`src/rtl/pipe_ctrl_pkg.sv`:
```
// Shared definitions for the pipeline stall/flush sequencer: stall bit
// positions, canned stall patterns and FSM state encodings.
package pipe_ctrl_pkg;

  localparam int STALL_PC  = 0;
  localparam int STALL_IF  = 1;
  localparam int STALL_ID  = 2;
  localparam int STALL_EX  = 3;
  localparam int STALL_MEM = 4;
  localparam int STALL_WB  = 5;

  localparam logic [5:0] STALL_NONE = 6'b000000;
  localparam logic [5:0] STALL_LUSE = 6'b000111;
  localparam logic [5:0] STALL_MC   = 6'b001111;

  typedef enum logic {
    ST_IDLE    = 1'b0,
    ST_MC_WAIT = 1'b1
  } state_t;

endpackage

```
`src/rtl/pipe_ctrl_luse.sv`:
```
// Load-use hazard detector: flags an ID operand that depends on a load
// still in EX, which the ID forwarding paths cannot supply yet.
module pipe_ctrl_luse
  import pipe_ctrl_pkg::*;
(
  input  logic       id_reg1_read,
  input  logic [4:0] id_reg1_addr,
  input  logic       id_reg2_read,
  input  logic [4:0] id_reg2_addr,
  input  logic       ex_is_load,
  input  logic [4:0] ex_wd,
  output logic       hazard
);

  logic match1;
  logic match2;

  assign match1 = id_reg1_read && (id_reg1_addr == ex_wd);
  assign match2 = id_reg2_read && (id_reg2_addr == ex_wd);
  // $0 is hardwired to zero, so a load targeting it never creates a dependency
  assign hazard = ex_is_load && (ex_wd != 5'd0) && (match1 || match2);

endmodule

```
`src/rtl/pipe_ctrl.sv`:
```
// Pipeline stall/flush sequencer: arbitrates flush, multi-cycle EX ops and
// load-use hazards into the per-stage stall vector, with a stall-cycle counter.
module pipe_ctrl
  import pipe_ctrl_pkg::*;
#(
  parameter int MC_TIMEOUT = 64,
  parameter int CNT_W      = 32
) (
  input  logic             clk,
  input  logic             rst,
  input  logic             id_reg1_read,
  input  logic [4:0]       id_reg1_addr,
  input  logic             id_reg2_read,
  input  logic [4:0]       id_reg2_addr,
  input  logic             ex_is_load,
  input  logic [4:0]       ex_wd,
  input  logic             ex_mc_req,
  input  logic             ex_mc_done,
  input  logic             flush_req,
  output logic [5:0]       stall_o,
  output logic             bubble_o,
  output logic             flush_o,
  output logic             mc_start_o,
  output logic             mc_abort_o,
  output logic             mc_err_o,
  output logic [CNT_W-1:0] stall_cnt_o
);

  localparam logic [7:0] TO_LAST = 8'(MC_TIMEOUT - 1);

  state_t     state;
  state_t     state_nxt;
  logic [7:0] cnt;
  logic [7:0] cnt_nxt;
  logic       hazard;

  pipe_ctrl_luse u_luse (
    .id_reg1_read (id_reg1_read),
    .id_reg1_addr (id_reg1_addr),
    .id_reg2_read (id_reg2_read),
    .id_reg2_addr (id_reg2_addr),
    .ex_is_load   (ex_is_load),
    .ex_wd        (ex_wd),
    .hazard       (hazard)
  );

  // Priority: flush > multi-cycle > load-use; all outputs forced low in reset
  always_comb begin
    stall_o    = STALL_NONE;
    bubble_o   = 1'b0;
    flush_o    = 1'b0;
    mc_start_o = 1'b0;
    mc_abort_o = 1'b0;
    mc_err_o   = 1'b0;
    state_nxt  = state;
    cnt_nxt    = cnt;
    if (!rst) begin
      state_nxt = ST_IDLE;
      cnt_nxt   = 8'd0;
    end else if (flush_req) begin
      flush_o    = 1'b1;
      mc_abort_o = (state == ST_MC_WAIT);
      state_nxt  = ST_IDLE;
      cnt_nxt    = 8'd0;
    end else if (state == ST_MC_WAIT) begin
      // A dropped request is a completion; done beats a coincident timeout
      if (ex_mc_done || !ex_mc_req) begin
        state_nxt = ST_IDLE;
        cnt_nxt   = 8'd0;
      end else if (cnt == TO_LAST) begin
        mc_err_o   = 1'b1;
        mc_abort_o = 1'b1;
        state_nxt  = ST_IDLE;
        cnt_nxt    = 8'd0;
      end else begin
        stall_o = STALL_MC;
        cnt_nxt = cnt + 8'd1;
      end
    end else if (ex_mc_req) begin
      stall_o    = STALL_MC;
      mc_start_o = 1'b1;
      state_nxt  = ST_MC_WAIT;
      cnt_nxt    = 8'd0;
    end else if (hazard) begin
      stall_o  = STALL_LUSE;
      bubble_o = 1'b1;
    end
  end

  always_ff @(posedge clk or negedge rst) begin
    if (!rst) begin
      state       <= ST_IDLE;
      cnt         <= 8'd0;
      stall_cnt_o <= '0;
    end else begin
      state <= state_nxt;
      cnt   <= cnt_nxt;
      if (stall_o != STALL_NONE)
        stall_cnt_o <= stall_cnt_o + CNT_W'(1);
    end
  end

endmodule

```
`config.mk`:
```
export PLATFORM = sky130hd
export DESIGN_NAME = pipe_ctrl
export DESIGN_NICKNAME = d
export VERILOG_FILES = /design/src/rtl/pipe_ctrl_pkg.sv /design/src/rtl/pipe_ctrl_luse.sv /design/src/rtl/pipe_ctrl.sv
export SDC_FILE = /design/constraint.sdc
export NUM_CORES = 1
export LEC_CHECK = 0
export CAP_MARGIN = 40
export CELL_PAD_IN_SITES_DETAIL_PLACEMENT = 1
export CELL_PAD_IN_SITES_GLOBAL_PLACEMENT = 1
export CORE_UTILIZATION = 30
export DETAILED_ROUTE_END_ITERATION = 10
export MAX_ROUTING_LAYER = met4
export PLACE_DENSITY = 0.74
export SYNTH_ARGS = -nofsm -noshare
export SYNTH_HDL_FRONTEND = slang
export SYNTH_SLANG_ARGS = --single-unit
```
`constraint.sdc`:
```
create_clock -name clk -period 3.48 [get_ports clk]
set_input_delay 0.696 -clock clk [delete_from_list [all_inputs] [get_ports clk]]
set_output_delay 0.696 -clock clk [all_outputs]
set_load 0.1 [all_outputs]
```
==> results of run 1 <==
==> report_power, final <==
part,leakage [nW],switching (mW),internal (mW)
clock,0.0443,0.153,0.157
sequential,0.553,0.0442,0.508
combinational,0.954,0.349,0.129
total,1.55,0.546,0.795
==> synthesized netlist by cell type (2+ instances only) <==
cell type	n
xor2_1	28
nor4b_1	2
or3_1	2
xnor2_1	13
a31oi_1	2
or4_1	2
nand4_2	2
ha_1	2
nor4b_4	2
nor3_1	13
nand4_1	9
nor3b_1	5
nor4b_2	2
clkbuf_1	2
o21ai_0	11
and3_1	6
nand2_1	23
inv_1	4
dfrtp_1	41
nand3_1	8
nor4_2	5
buf_4	7
nor2_1	14
==> flip-flops by register name, summed over array words and instances (netlist names) <==
signal       flops
cnt              8
state            1
stall_cnt_o     32
==> through the flow <==
stage	hold WS [ns]	instances	total power [mW]
after floorplan	0.400	223	0.896
after global placement	0.455	379	1.02
after detailed placement	0.473	392	1.04
after CTS	0.487	399	1.36
after global routing	0.513	399	1.39
final	0.476	399	1.34
==> cell families after synthesis <==
family / count (synthesis) / synth area share
flops: 41 / 0.444
fa+ha+maj: 2 / 0.0108
buf+inv: 15 / 0.0390
compound gates: 21 / 0.0698
xor+xnor: 41 / 0.155
other cells: 1 / 0.00162
simple gates: 101 / 0.280
==> layer usage <==
metal / up-vias / GRT usage / routed length, microns
li1: 930 / - / -
met1: 969 / 0.183 / 2340
met3: 5 / 0.0381 / 268
met5: - / - / 0
met2: 50 / 0.270 / 2920
met4: 0 / 0.0369 / 58
==> worst max-delay path, cell delays in order <==
cell and delay, ns:
clkdlybuf4s50_1 0.46, or4_1 0.54, o21a_1 0.23, a31oi_4 0.23, inv_2 0.13, buf_12 0.19
==> cell type report <==
type / count / area (sq um) / area share
multi-input combinational: 167 / 1200 / 0.360
sequential: 41 / 1030 / 0.308
timing repair buffer: 80 / 881 / 0.264
tap: 99 / 124 / 0.0371
clock buffer: 7 / 86.3 / 0.0259
inverter: 5 / 18.8 / 0.00563
==> worst max-delay path by stage <==
stage	startpoint	to	slack (ns)	depth (start not counted)
2_1_floorplan	cnt[0]	mc_abort_o	0.16	6
3_3_place_gp	ex_wd[1]	stall_o[2]	0.32	6
3_5_place_dp	ex_wd[1]	stall_o[1]	0.30	6
4_1_cts	ex_wd[1]	stall_o[1]	0.30	6
5_1_grt	ex_wd[1]	stall_o[0]	0.25	6
6_report	ex_wd[1]	stall_o[1]	0.31	6
==> results.sh, run 1 <==
export IMPL_core_sq_um=7370
export IMPL_synthArstFlopShare=1.00
export IMPL_fin_util=0.453
export IMPL_synth_largest_area_cell="dfrtp_1"
export IMPL_via_per_inst=4.90
export IMPL_htreeDepth=2
export IMPL_startpoint_type="input pin"
export IMPL_timing_setup_tns_ns=0
export IMPL_power_density_nw_per_um2=402
export IMPL_clock_root_buffer="clkbuf_8"
export IMPL_firstDrtPassIters=4
export IMPL_diodes=0
export IMPL_r2r_start="cnt[0]"
export IMPL_cp_data_arrival_time_ns=2.47
export IMPL_slew_viol_final=0
export IMPL_ir_worst_vdd_mv=0.187
export IMPL_final_cell_area_sq_um=3340
export IMPL_fmax_mhz=316
export IMPL_gr_usage_all_layers=0.156
export IMPL_ys_types=40
export IMPL_critPathMaxFanout=5
export IMPL_seq_area_frac_synth=0.444
export IMPL_timing_slew_headroom=0.566
export IMPL_crit_type="in2out"
export IMPL_antenna_found_initial=1
export IMPL_fillers=843
export IMPL_io_pins=66
export IMPL_drive_gt1_frac=0.233
export IMPL_numCtsBuffers=5
export IMPL_worstPathRequired_ns=2.78
export IMPL_grt_pass1_wl_microns=10000
export IMPL_postCtsHoldBufs=0
export IMPL_synth_seq_cells=41
export IMPL_drtIter0Drc=39
export IMPL_first_global_vias=2076
export IMPL_syn_area_sq_um=2310
export IMPL_portBuffers=63
export IMPL_cts_tree="built"
export IMPL_fin_crit_sh=0.911
export IMPL_place_ws_ns=0.298
export IMPL_routed_wl_microns=5580
export IMPL_drc=0
export IMPL_setup_viol=0
export IMPL_whs_endpoint="stall_cnt_o[31]"
export IMPL_min_from="stall_cnt_o[31]"
export IMPL_hpwlAfterDp_microns=4320
export IMPL_rsz0062_at_grt="false"
export IMPL_synth_area_top_cells="dfrtp_1 44%, xor2_1 11%, xnor2_1 4.9%, nand2_1 3.7%, nor3_1 2.8%"
export IMPL_grt_overflow=0
export IMPL_maxCapViolations=0
export IMPL_clkTransAtPathRegs_ns=0.07
export IMPL_min_path_type="reg2reg"
export IMPL_r2r_slack_ns=1.01
export IMPL_clock_sinks=41
export IMPL_synth_cells=222
export IMPL_final_nets=325
export IMPL_hold_viol=0
export IMPL_std_cell_rows=31
export IMPL_die_w_microns=89.8
export IMPL_wl_per_cell_microns=14.0
export IMPL_worstSkewPairLatency_ns=0.28
export IMPL_finalWeightedCongestion=0.811
export IMPL_clockBufferDepth=2
export IMPL_grt_max_degree=42
export IMPL_cts_resized=0
export IMPL_final_common_cell="dfrtp_1"
export IMPL_ys_warn_count=0
export IMPL_status="finished, final reports clean"
export IMPL_rr_endpoint="stall_cnt_o[30]"
export IMPL_endpoint_kind="output pin"
export IMPL_fin_crit_ns=3.17
export IMPL_postCtsSetupRepairBufs=0
export IMPL_dpl_cell_area_sq_um=3250
export IMPL_power_leakage_nw=1.55
export IMPL_initial_core_util=0.314
export IMPL_syn_to_final_growth_pct=44.3
export IMPL_skew_ns=0.00359
export IMPL_final_cell_mix="41 x dfrtp_1, 34 x clkdlybuf4s50_1, 28 x xor2_1, 24 x buf_4, 23 x nand2_1"
export IMPL_worstMarginPinSlew_ns=0.649
export IMPL_whs_path_depth=1
export IMPL_synthFlopType="dfrtp_1"
export IMPL_die_area_sq_um=8060
export IMPL_antenna_left=0
export IMPL_dr_total_vias=1954
export IMPL_setup_ws_ns=0.311
export IMPL_die_y_microns=89.8
export IMPL_synth_edff_count=0
export IMPL_syn_area_per_cell_sq_um=10.4
export IMPL_r2r_cells=8
export IMPL_yosys_area_top_type_share=0.444
(Power assumes the default switching activity.)
==> inputs of run 2 (changes only) <==
CORE_UTILIZATION = 33   (was 30)
PLACE_DENSITY = 0.83   (was 0.74)
clock period = 2.55 ns   (was 3.48 ns; I/O delays follow)
==> results.sh, run 2 (synthesis results as in run 1) <==
export IMPL_cp_data_arrival_time_ns=2.00
export IMPL_power_density_nw_per_um2=587
export IMPL_r2r_start="cnt[0]"
export IMPL_worstSkewPairLatency_ns=0.30
export IMPL_wl_per_cell_microns=14.8
export IMPL_min_path_type="in2async"
export IMPL_firstDrtPassIters=4
export IMPL_cts_tree="built"
export IMPL_reg_top3="stall_cnt_o: 32 flops, cnt: 8 flops, state: 1 flops"
export IMPL_clkTransAtPathRegs_ns=0.08
export IMPL_htreeDepth=2
export IMPL_endpoint_kind="output pin"
export IMPL_clockBufferDepth=2
export IMPL_finalWeightedCongestion=0.834
export IMPL_std_cell_rows=30
export IMPL_dr_total_vias=1965
export IMPL_critPathMaxFanout=4
export IMPL_slew_viol_final=0
export IMPL_grt_pass1_wl_microns=9670
export IMPL_numCtsBuffers=5
export IMPL_final_cell_area_sq_um=3350
export IMPL_final_common_cell="buf_4"
export IMPL_skew_ns=0.00454
export IMPL_startpoint="ex_wd[3]"
export IMPL_postCtsHoldBufs=0
export IMPL_final_cell_mix="49 x buf_4, 41 x dfrtp_1, 28 x xor2_1, 23 x nand2_1"
export IMPL_crit_type="in2out"
export IMPL_fin_crit_ns=2.51
export IMPL_status="finished, final reports clean"
export IMPL_diodes=0
export IMPL_routed_wl_microns=5900
export IMPL_gr_usage_all_layers=0.174
export IMPL_initial_core_util=0.340
export IMPL_drc=0
export IMPL_die_y_microns=85.7
export IMPL_fin_cells=398
export IMPL_clock_root_buffer="clkbuf_8"
export IMPL_timing_slew_headroom=0.569
export IMPL_setup_viol=0
export IMPL_first_global_vias=2009
export IMPL_drtIter0Drc=69
export IMPL_startpoint_type="input pin"
export IMPL_hpwlAfterDp_microns=4400
export IMPL_final_nets=326
export IMPL_clock_sinks=41
export IMPL_largest_reg_flops=32
export IMPL_die_area_sq_um=7350
export IMPL_dpl_cell_area_sq_um=3140
export IMPL_power_leakage_nw=1.62
export IMPL_power_total_mw=1.96
export IMPL_grt_overflow=0
export IMPL_syn_to_final_growth_pct=44.8
export IMPL_multi_input_area_sq_um=1280
export IMPL_maxCapViolations=0
export IMPL_fillers=763
export IMPL_drive_gt1_frac=0.321
export IMPL_fin_crit_sh=0.985
export IMPL_worstPathRequired_ns=2.04
export IMPL_grt_max_degree=42
export IMPL_hold_viol=0
export IMPL_placed_cells=387
export IMPL_via_per_inst=4.94
export IMPL_fmax_mhz=398
export IMPL_antenna_left=0
export IMPL_antenna_found_initial=0
export IMPL_worstMarginPinSlew_ns=0.645
export IMPL_die_w_microns=85.7
export IMPL_register_area_sq_um=1030
export IMPL_regMostFlops="stall_cnt_o"
export IMPL_portBuffers=63
export IMPL_ir_worst_vdd_mv=0.209
export IMPL_io_pins=66
export IMPL_core_sq_um=6790
[run 2: timing repair]
action | 4_1_cts | 5_1_grt
gates resized for setup | 12 | 11
pin swaps | 2 | 10
buffers inserted | 1 | 2
gates cloned | 0 | 0
setup endpoints to repair | 6 | 6
[run 2: cell type report]
cell class              count  share of cell area
flip-flops and latches     41               0.307
inverters                   5             0.00636
clock buffers               7              0.0258
clock inverters             1             0.00897
repair buffers             81               0.234
well taps                  96              0.0359
multi-input cells         167               0.383
[run 2: worst paths after layout]
| check | to | slack, ns | cells past startpoint |
|---|---|---|---|
| setup / recovery | stall_o[0] | 0.04 | 6 |
| hold / removal | stall_cnt_o[28] | 0.36 | 2 |
| setup reg to reg | stall_cnt_o[13] | 0.36 | 9 |
| hold reg to reg | stall_cnt_o[31] | 0.48 | 1 |
| max in group asynchronous | stall_cnt_o[15] | 1.81 | 2 |
| min in group clk | stall_cnt_o[31] | 0.48 | 1 |
[run 2: power by group]
group	internal (mW)	switching [mW]	total [mW]
combinational	0.170	0.484	0.654
clock	0.320	0.239	0.558
sequential	0.693	0.0589	0.752
total	1.18	0.781	1.96
[run 2: critical path: stages]
cell           delay (ns)
dlygate4sd2_1        0.28
or4_1                0.47
o21a_1               0.24
a31oi_4              0.24
inv_4                0.09
buf_12               0.17
[run 2: per-layer routing]
metal,track usage,up-vias,routed length (microns)
li1,-,933,-
met1,0.213,979,2570
met2,0.284,48,2980
met3,0.0452,5,275
met4,0.0500,0,62
met5,-,-,0
[run 2: per-stage QoR]
| stage | setup WS [ns] | hold WS (ns) | utilization | TNS (ns) |
|---|---|---|---|---|
| after floorplan | -0.129 | 0.214 | - | -0.143 |
| after global placement | -0.182 | 0.458 | 0.462 | -4.04 |
| after detailed placement | -0.207 | 0.473 | 0.462 | -5.05 |
| after CTS | 0.00668 | 0.384 | 0.485 | 0 |
| after global routing | -0.0113 | 0.406 | 0.493 | -0.0376 |
| final | 0.0382 | 0.357 | 0.493 | 0 |
==> inputs of run 3 (changes only) <==
CORE_ASPECT_RATIO = 0.5   (was default)
CTS_CLUSTER_DIAMETER = 30   (was default)
==> results.sh, run 3 (synthesis results as in run 1) <==
export IMPL_htreeDepth=2
export IMPL_rr_endpoint="stall_cnt_o[16]"
export IMPL_hpwlAfterDp_microns=4520
export IMPL_cp_data_arrival_time_ns=1.98
export IMPL_slew_viol_final=0
export IMPL_worstMarginPinSlew_ns=0.634
export IMPL_clockBufferDepth=2
export IMPL_endpoint_kind="output pin"
export IMPL_initial_core_util=0.344
export IMPL_worst_path_buf_inv=3
export IMPL_setup_viol=0
export IMPL_rsz0062_at_grt="false"
export IMPL_crit_chain="dlygate4sd2_1 > or4_1 > o21a_1 > a31oi_4 > inv_4 > buf_12"
export IMPL_gr_usage_all_layers=0.181
export IMPL_power_leakage_nw=1.66
export IMPL_drive_gt1_frac=0.327
export IMPL_grt_max_degree=41
export IMPL_finalWeightedCongestion=0.797
export IMPL_crit_type="in2out"
export IMPL_power_density_nw_per_um2=636
export IMPL_final_cell_mix="54 x buf_4, 41 x dfrtp_1, 28 x xor2_1, 23 x nand2_1, 13 x nor3_1"
export IMPL_cpPeakStageDelay_ns=0.42
export IMPL_skew_ns=0.00457
export IMPL_setup_ws_ns=0.0574
export IMPL_numCtsBuffers=5
export IMPL_syn_to_final_growth_pct=47.6
export IMPL_antenna_found_initial=0
export IMPL_fin_util=0.507
export IMPL_maxCapViolations=0
export IMPL_fillers=773
export IMPL_via_per_inst=4.99
export IMPL_clock_sinks=41
export IMPL_antenna_left=0
export IMPL_core_sq_um=6730
export IMPL_status="finished, final reports clean"
export IMPL_path_delay_family="buffers and inverters"
export IMPL_portBuffers=63
export IMPL_die_area_sq_um=7370
export IMPL_fmax_mhz=401
export IMPL_drtIter0Drc=105
export IMPL_die_y_microns=61.2
export IMPL_grt_pass1_wl_microns=9890
export IMPL_clock_root_buffer="clkbuf_16"
export IMPL_place_ws_ns=-0.266
export IMPL_final_nets=330
export IMPL_routed_wl_microns=6240
export IMPL_cts_tree="built"
export IMPL_drc=0
export IMPL_final_common_cell="buf_4"
export IMPL_worstPathRequired_ns=2.04
export IMPL_r2r_start="cnt[0]"
export IMPL_largest_reg_flops=32
export IMPL_postCtsHoldBufs=0
export IMPL_hold_slack_ns=0.0245
export IMPL_fin_crit_sh=0.978
export IMPL_r2r_slack_ns=0.31
export IMPL_critPathMaxFanout=4
export IMPL_grt_overflow=0
export IMPL_final_cell_area_sq_um=3410
export IMPL_std_cell_rows=21
export IMPL_cpMaxStageDelayCell="or4_1"
export IMPL_wl_per_cell_microns=15.7
export IMPL_dr_total_vias=1987
export IMPL_timing_slew_headroom=0.576
export IMPL_firstDrtPassIters=4
export IMPL_die_w_microns=120
export IMPL_fin_crit_ns=2.49
export IMPL_diodes=0
export IMPL_first_global_vias=2078
export IMPL_hold_viol=0
export IMPL_min_path_type="in2async"
export IMPL_io_pins=66
export IMPL_reg_top3="stall_cnt_o: 32 flops, cnt: 8 flops, state: 1 flops"
export IMPL_worstSkewPairLatency_ns=0.29
export IMPL_startpoint_type="input pin"
export IMPL_clkTransAtPathRegs_ns=0.06
export IMPL_ir_worst_vdd_mv=0.387
export IMPL_regMostFlops="stall_cnt_o"
export IMPL_r2r_cells=9
export IMPL_dpl_cell_area_sq_um=3130
[run 3: what timing repair did]
item / 4_1_cts / 5_1_grt
endpoints found under the setup margin: 5 / 5
pin swaps: 6 / 10
buffers inserted: 3 / 2
resized for setup: 16 / 7
[run 3: power breakdown]
| group | internal [mW] | leakage, nW | switching [mW] | total (mW) |
|---|---|---|---|---|
| registers | 0.694 | 0.553 | 0.0674 | 0.762 |
| logic | 0.170 | 1.03 | 0.483 | 0.653 |
| clock network | 0.488 | 0.0831 | 0.266 | 0.754 |
| total | 1.35 | 1.66 | 0.816 | 2.17 |
[run 3: per-layer routing]
| layer | up-vias | track usage | part of all wire |
|---|---|---|---|
| met1 | 993 | 0.195 | 0.42 |
| li1 | 944 | - | - |
| met2 | 40 | 0.329 | 0.53 |
| met4 | 0 | 0.0670 | 0.019 |
| met5 | - | - | 0 |
| met3 | 10 | 0.0519 | 0.033 |
[run 3: layout make-up]
class,instances,area (sq um),area share
repair buffers,85,806,0.236
clock inverters,2,37.5,0.0110
inverters,5,21.3,0.00623
multi-input cells,167,1270,0.371
clock buffers,6,139,0.0407
well taps,92,115,0.0337
flip-flops and latches,41,1030,0.301
[run 3: metrics by stage]
stage                     TNS [ns]  instances  power (mW)
after floorplan             -0.143        223        1.23
after CTS                        0        396        2.18
after global routing             0        398        2.24
after detailed placement     -5.86        385        1.42
final                            0        398        2.17
after global placement       -4.78        385        1.40
[run 3: how the worst max path moves through the flow]
stage / cells after the start / startpoint / endpoint
floorplan: 6 / cnt[0] / mc_abort_o
global placement: 6 / ex_wd[1] / stall_o[2]
detailed placement: 6 / ex_wd[1] / stall_o[2]
CTS: 6 / ex_wd[1] / stall_o[2]
global route: 6 / ex_wd[4] / stall_o[2]
finish: 6 / ex_wd[4] / stall_o[2]
